==> src/rtl/normalize_stage_if.sv <==
// Handshake and data bundle for the normalize stage: upstream (in_*) and
// downstream (out_*) sides in one interface. The DUT uses the slave view,
// whoever drives the stage and consumes its result uses the master view.
interface normalize_stage_if #(
  parameter int MANT_WIDTH = 28,
  parameter int EXP_WIDTH  = 10
);
  logic                  in_valid;
  logic                  in_ready;
  logic [MANT_WIDTH-1:0] in_mantissa;
  logic [EXP_WIDTH-1:0]  in_exponent;
  logic                  out_valid;
  logic                  out_ready;
  logic [MANT_WIDTH-1:0] out_mantissa;
  logic [EXP_WIDTH-1:0]  out_exponent;
  logic                  out_zero;
  logic                  out_underflow;

  modport slave (
    input  in_valid, in_mantissa, in_exponent, out_ready,
    output in_ready, out_valid, out_mantissa, out_exponent, out_zero, out_underflow
  );

  modport master (
    output in_valid, in_mantissa, in_exponent, out_ready,
    input  in_ready, out_valid, out_mantissa, out_exponent, out_zero, out_underflow
  );
endinterface

==> src/rtl/normalize_stage.sv <==
// Two-stage normalizer: stage 1 registers the leading-zero count (built from
// 4-bit group detectors), stage 2 shifts the mantissa left and debits the
// exponent, clamping at exponent 0 for subnormal results.
module normalize_stage #(
  parameter int MANT_WIDTH = 28,
  parameter int EXP_WIDTH  = 10
) (
  input logic              clk,
  input logic              reset,
  normalize_stage_if.slave bus
);
  localparam int LZC_W = $clog2(MANT_WIDTH + 1);
  localparam int NGRP  = MANT_WIDTH / 4;

  logic                  r_s1_valid;
  logic [MANT_WIDTH-1:0] r_s1_mant;
  logic [EXP_WIDTH-1:0]  r_s1_exp;
  logic [LZC_W-1:0]      r_s1_lzc;
  logic                  r_s1_zero;

  logic                  r_s2_valid;
  logic [MANT_WIDTH-1:0] r_s2_mant;
  logic [EXP_WIDTH-1:0]  r_s2_exp;
  logic                  r_s2_zero;
  logic                  r_s2_uf;

  logic                  w_s1_adv;
  logic                  w_s2_adv;
  logic [1:0]            w_grp_cnt [NGRP];
  logic [NGRP-1:0]       w_grp_nz;
  logic [LZC_W-1:0]      w_lzc;
  logic                  w_zero;
  logic [EXP_WIDTH-1:0]  w_lzc_ext;
  logic [EXP_WIDTH-1:0]  w_shift;
  logic                  w_uf;

  assign w_s2_adv     = !r_s2_valid || bus.out_ready;
  assign w_s1_adv     = !r_s1_valid || w_s2_adv;
  assign bus.in_ready = w_s1_adv && !reset;

  // Group g = 0 is the most significant nibble of the mantissa.
  for (genvar g = 0; g < NGRP; g++) begin : g_grp
    logic [3:0] w_nib;
    assign w_nib        = bus.in_mantissa[MANT_WIDTH-1-4*g -: 4];
    assign w_grp_nz[g]  = |w_nib;
    assign w_grp_cnt[g] = w_nib[3] ? 2'd0 :
                          w_nib[2] ? 2'd1 :
                          w_nib[1] ? 2'd2 : 2'd3;
  end

  // Most significant non-zero group wins; all-zero input reports MANT_WIDTH.
  always_comb begin
    w_lzc  = LZC_W'(MANT_WIDTH);
    w_zero = 1'b1;
    for (int g = 0; g < NGRP; g++) begin
      if (w_zero && w_grp_nz[g]) begin
        w_lzc  = LZC_W'(4 * g) + {{(LZC_W-2){1'b0}}, w_grp_cnt[g]};
        w_zero = 1'b0;
      end
    end
  end

  // Shift is limited by the exponent so the result never goes below exponent 0.
  assign w_lzc_ext = EXP_WIDTH'(r_s1_lzc);
  assign w_uf      = w_lzc_ext > r_s1_exp;
  assign w_shift   = w_uf ? r_s1_exp : w_lzc_ext;

  // Stage 1: capture the operand and its leading-zero count on accept.
  always_ff @(posedge clk) begin
    if (reset) begin
      r_s1_valid <= 1'b0;
      r_s1_mant  <= '0;
      r_s1_exp   <= '0;
      r_s1_lzc   <= '0;
      r_s1_zero  <= 1'b0;
    end else if (w_s1_adv) begin
      r_s1_valid <= bus.in_valid;
      if (bus.in_valid) begin
        r_s1_mant <= bus.in_mantissa;
        r_s1_exp  <= bus.in_exponent;
        r_s1_lzc  <= w_lzc;
        r_s1_zero <= w_zero;
      end
    end
  end

  // Stage 2: apply the clamped shift and register the result flags.
  always_ff @(posedge clk) begin
    if (reset) begin
      r_s2_valid <= 1'b0;
      r_s2_mant  <= '0;
      r_s2_exp   <= '0;
      r_s2_zero  <= 1'b0;
      r_s2_uf    <= 1'b0;
    end else if (w_s2_adv) begin
      r_s2_valid <= r_s1_valid;
      if (r_s1_valid) begin
        if (r_s1_zero) begin
          r_s2_mant <= '0;
          r_s2_exp  <= '0;
          r_s2_zero <= 1'b1;
          r_s2_uf   <= 1'b0;
        end else begin
          r_s2_mant <= r_s1_mant << w_shift;
          r_s2_exp  <= r_s1_exp - w_shift;
          r_s2_zero <= 1'b0;
          r_s2_uf   <= w_uf;
        end
      end
    end
  end

  assign bus.out_valid     = r_s2_valid;
  assign bus.out_mantissa  = r_s2_mant;
  assign bus.out_exponent  = r_s2_exp;
  assign bus.out_zero      = r_s2_zero;
  assign bus.out_underflow = r_s2_uf;
endmodule

==> src/flat_wrapper.sv <==
// flat-port wrapper written by rule: the top's interface ports become plain ports
module normalize_stage_flat 
#(
  parameter int MANT_WIDTH = 28,
  parameter int EXP_WIDTH  = 10
)
  (clk, reset, bus_in_valid, bus_in_mantissa, bus_in_exponent, bus_out_ready, bus_in_ready, bus_out_valid, bus_out_mantissa, bus_out_exponent, bus_out_zero, bus_out_underflow);
  normalize_stage_if #(.MANT_WIDTH(MANT_WIDTH), .EXP_WIDTH(EXP_WIDTH)) bus_i ();
  input logic clk;
  input logic reset;
  input wire logic [$bits(bus_i.in_valid)-1:0] bus_in_valid;
  input wire logic [$bits(bus_i.in_mantissa)-1:0] bus_in_mantissa;
  input wire logic [$bits(bus_i.in_exponent)-1:0] bus_in_exponent;
  input wire logic [$bits(bus_i.out_ready)-1:0] bus_out_ready;
  output wire logic [$bits(bus_i.in_ready)-1:0] bus_in_ready;
  output wire logic [$bits(bus_i.out_valid)-1:0] bus_out_valid;
  output wire logic [$bits(bus_i.out_mantissa)-1:0] bus_out_mantissa;
  output wire logic [$bits(bus_i.out_exponent)-1:0] bus_out_exponent;
  output wire logic [$bits(bus_i.out_zero)-1:0] bus_out_zero;
  output wire logic [$bits(bus_i.out_underflow)-1:0] bus_out_underflow;
  assign bus_i.in_valid = bus_in_valid;
  assign bus_i.in_mantissa = bus_in_mantissa;
  assign bus_i.in_exponent = bus_in_exponent;
  assign bus_i.out_ready = bus_out_ready;
  assign bus_in_ready = bus_i.in_ready;
  assign bus_out_valid = bus_i.out_valid;
  assign bus_out_mantissa = bus_i.out_mantissa;
  assign bus_out_exponent = bus_i.out_exponent;
  assign bus_out_zero = bus_i.out_zero;
  assign bus_out_underflow = bus_i.out_underflow;
  normalize_stage #(.MANT_WIDTH(MANT_WIDTH), .EXP_WIDTH(EXP_WIDTH)) u_core (.clk(clk), .reset(reset), .bus(bus_i));
endmodule
==> config.mk <==
export PLATFORM = sky130hd
export DESIGN_NAME = normalize_stage_flat
export DESIGN_NICKNAME = d
export VERILOG_FILES = /design/src/rtl/normalize_stage_if.sv /design/src/rtl/normalize_stage.sv /design/src/flat_wrapper.sv
export SDC_FILE = /design/constraint.sdc
export NUM_CORES = 1
export LEC_CHECK = 0
export BUFFER_PORTS_ARGS = -buffer_cell sky130_fd_sc_hd__clkbuf_2
export CAP_MARGIN = 20
export CORE_ASPECT_RATIO = 2
export CORE_MARGIN = 3
export CORE_UTILIZATION = 56
export CTS_CLUSTER_SIZE = 16
export DETAILED_ROUTE_END_ITERATION = 8
export GPL_ROUTABILITY_DRIVEN = 0
export HOLD_SLACK_MARGIN = 0.06
export PLACE_DENSITY = 0.9
export SETUP_SLACK_MARGIN = 0.05
export SLEW_MARGIN = 0
export SYNTH_ARGS = -nofsm -noshare
export SYNTH_HDL_FRONTEND = slang
export SYNTH_SLANG_ARGS = --single-unit
==> constraint.sdc <==
create_clock -name clk -period 5.5 [get_ports clk]
set_clock_uncertainty 0.2 [all_clocks]
set_input_delay 0.275 -clock clk [delete_from_list [all_inputs] [get_ports clk]]
set_output_delay 0.275 -clock clk [all_outputs]
set_load 0.01 [all_outputs]
==> flow_metrics.tcl <==
set metrics [dict create \
    clock_sinks 86 \
    power.density_nw_per_um2 289.3 \
    finalSetupViolCount 0 \
    cts.root.buffer_cell "clkbuf_16" \
    grt_pass1_vias 4892 \
    crit_type "reg -> reg" \
    yosysTopAreaCell "dfxtp_1" \
    drc 0 \
    die-area_um2 9713 \
    syn_area_um2 4762 \
    overflow 0 \
    clk_latency_ns 0.34 \
    antennaDiodeCount 0 \
    seq_area_frac_synth_pct 36.15 \
    r2r_slack_ns 1.03 \
    ys.flop_type "dfxtp_1" \
    io_pins 84 \
    finalCriticalPeriod_ns 4.471 \
    finalHoldViolations 0 \
    die_h_um 136.4 \
    avgSynthCellArea_um2 7.794 \
    synth_top_family_by_area "compound AO/OA/AOI/OAI gates" \
    r2r_end "u_core.bus.out_exponent[9]" \
    place_area_um2 5216 \
    synth_edf_count 0 \
    synthDistinctLibCells 55 \
    yosys-top-cells-area "dfxtp_1 36%, nand2_1 9.2%, mux2i_1 8.0%, a21oi_1 6.3%, a22oi_1 5.7%" \
    synth_fa_ha_area_share_pct 3.048 \
    synth_compound_area_share_pct 23.31 \
    wirelength_um 14420 \
    arrival_ns 4.47 \
    tns_ns 0 \
    cp-startpoint "u_core.r_s1_exp[3]" \
    dieWidth_um 71.21 \
    crit_chain "inv_1 > ha_1 > a211oi_1 > or3_1 > a21boi_4 > mux2_2 > inv_2 > ha_1 > nor2b_1 > o21ai_0 > a21boi_0 > o21ai_0 > nand2_1 > nor3_1 > xor2_1 > a22oi_1 > nor2_1" \
    yosysWarnings 0 \
    grtUsageTotal_pct 28.69 \
    syn_nets 664 \
    fmax_mhz 223.7 \
    via_count 5176 \
    ys_seq_elements 86 \
    drtAntennaViolNets 0 \
    hold_path_class "reg -> reg" \
    fin_area_um2 5954 \
    cts_buffer_depth 2 \
    drt_iter0_markers 654 \
    min_to "u_core.bus.out_mantissa[14]" \
    core_area_um2 8292 \
    drt_pass1_iterations 6 \
    synth_top_area_share_pct 36.15 \
    cp-end-kind "flip-flop" \
    post_drt_wl_per_cell_um 17.63 \
    synthMuxAreaShare_pct 10.67 \
    nets 769 \
    cp_slowest_stage_delay_ns 0.56 \
    async_flop_share_pct 0 \
    start_util_pct 57.43 \
    dp_hpwl_um 10100 \
    layout-area-overhead-vs-synth_pct 25.04 \
    tightest_slew_ns 1.143 \
    drive_gt1_share_pct 16.53 \
    htree_num_levels 3 \
    r2r_cells 17 \
    core.rowCount 47 \
    relSlewSlack_pct 23.12 \
    path_max_fanout 20 \
    pre_cts_ws_ns 1.076 \
    cap_violations 0 \
    status "completed" \
    synth-xor-area-share_pct 1.287 \
    crit_required_ns 5.50 \
    via_per_inst 6.328 \
    synth-simple-area-share_pct 20.84 \
    finalMaxSlewViolations 0 \
    grt_pass1_wl_um 22270 \
    antenna_found_initial 0 \
    cts_tree "done" \
    clkSlewWorstSetupHoldPaths_ns 0.06 \
    port_buffers 83 \
    min-delay-start "u_core.bus.out_mantissa[14]" \
    synthCells 611 \
    reg2reg_from "u_core.r_s1_exp[3]" \
    p_leak_nw 2.634 \
    vdd_drop_max_v 0.0001622 \
    grt_start_max_net_pins 79 \
    cts_buffers 9 \
    cpMaxStageDelayCell "mux2_2" \
    whs_path_depth 2 \
    layout_setup_ws_ns 1.029 \
    post_cts_resized 0 \
    critPathLaunchType "flip-flop" \
    rsz0062_at_grt "no" \
    post-route-period-util_pct 81.29 \
]
[flip-flops by register name, indices dropped and copies added (netlist names)]
signal,cells
u_core.bus.out_exponent,10
u_core.r_s1_mant,28
u_core.r_s1_zero,1
u_core.r_s1_lzc,5
u_core.bus.out_valid,1
u_core.bus.out_mantissa,28
u_core.bus.out_zero,1
u_core.r_s1_exp,10
u_core.r_s1_valid,1
u_core.bus.out_underflow,1
[Yosys cell counts, drive strengths merged, types with 2 or more instances]
library cell	n
mux2	11
and3	2
a211oi	9
nand2	117
a22o	6
dfxtp	86
nor2b	5
xor2	3
o22ai	3
clkbuf	26
o31ai	2
nor3	13
a21boi	2
nand3	9
ha	10
o2bb2a	2
nor3b	3
xnor2	4
or3	3
buf	9
nor2	62
a22oi	36
a21oi	60
o2bb2ai	2
and2	2
nor4	9
or2	2
a221oi	4
inv	21
a32oi	7
nand2b	3
mux2i	38
o221ai	2
o21ai	21
or4	2
[worst max path at each step]
stage | depth (start not counted) | slack, ns | to
after floorplan | 18 | 1.47 | u_core.bus.out_exponent[9]
after global placement | 17 | 1.28 | u_core.bus.out_exponent[9]
after detailed placement | 17 | 1.08 | u_core.bus.out_exponent[9]
after CTS | 17 | 1.07 | u_core.bus.out_exponent[9]
after global routing | 17 | 0.77 | u_core.bus.out_exponent[9]
final | 17 | 1.03 | u_core.bus.out_exponent[9]
[through the flow]
step	std cells	power, mW	utilization [%]	hold WS [ns]
floorplan	611	0.9169	-	0.1924
global placement	763	1.002	62.91	0.2294
detailed placement	763	1.014	62.91	0.2322
CTS	818	1.710	71.81	0.2404
global route	818	1.776	71.81	0.2668
finish	818	1.722	71.81	0.2389
[cell usage in the layout, fill, tap and decap left out, drive strengths merged, types with 4 or more instances in the layout]
master and n:
a32oi 7, a22o 6, a221oi 4, o21ai 21
nor2 62, dlygate4sd3 40, mux2 11, nor2b 5
dfxtp 86, nand2 117, xnor2 4, inv 21
a211oi 9, mux2i 38, ha 10, buf 6
a21oi 60, a22oi 36, nor4 9, nor3 13
nand3 9, clkbuf 94
[power breakdown]
part	total (mW)	leakage (nW)	internal [mW]	switching [mW]
combinational	0.354	1.76	0.146	0.208
clock	0.685	0.166	0.453	0.232
sequential	0.684	0.703	0.657	0.0268
[critical path, delay by kind of cell (launching register included)]
family	cells	cell delay, ns
flops	1	0.37
mux	1	0.56
fa+ha+maj	2	0.59
simple gates	5	0.92
compound gates	6	1.21
xor+xnor	1	0.09
buf+inv	2	0.40
[cell type report]
class | instances | area [µm²]
Inverter | 22 | 82.58
Sequential cell | 86 | 1722
Multi-Input combinational cell | 468 | 2829
Fill cell | 600 | 2337
Tap cell | 98 | 122.6
Clock inverter | 4 | 95.09
Timing Repair Buffer | 129 | 860.8
Clock buffer | 11 | 242.7
[logic make-up (layout without fill, tap and decap cells)]
family                     after synthesis  in the layout
and+or+nand+nor                        233            233
adders and majority gates               11             11
buffers and inverters                   57            166
muxes                                   49             49
DFF                                     86             86
AOI/OAI and AO/OA                      168            168
xor gates and xnor gates                 7              7
[metal layers]
layer  GRT usage [%]  wire (µm)
met1           29.04       5160
met2           50.15       7350
met3           6.440        963
met4           20.92        944
met5               0          0
[what timing repair did]
item / CTS / global route
endpoints found under the hold margin: 40 / 0
buffers inserted: 0 / 0
endpoints found under the setup margin: 0 / 0
hold buffers: 40 / 0
(Power assumes the default switching activity.)
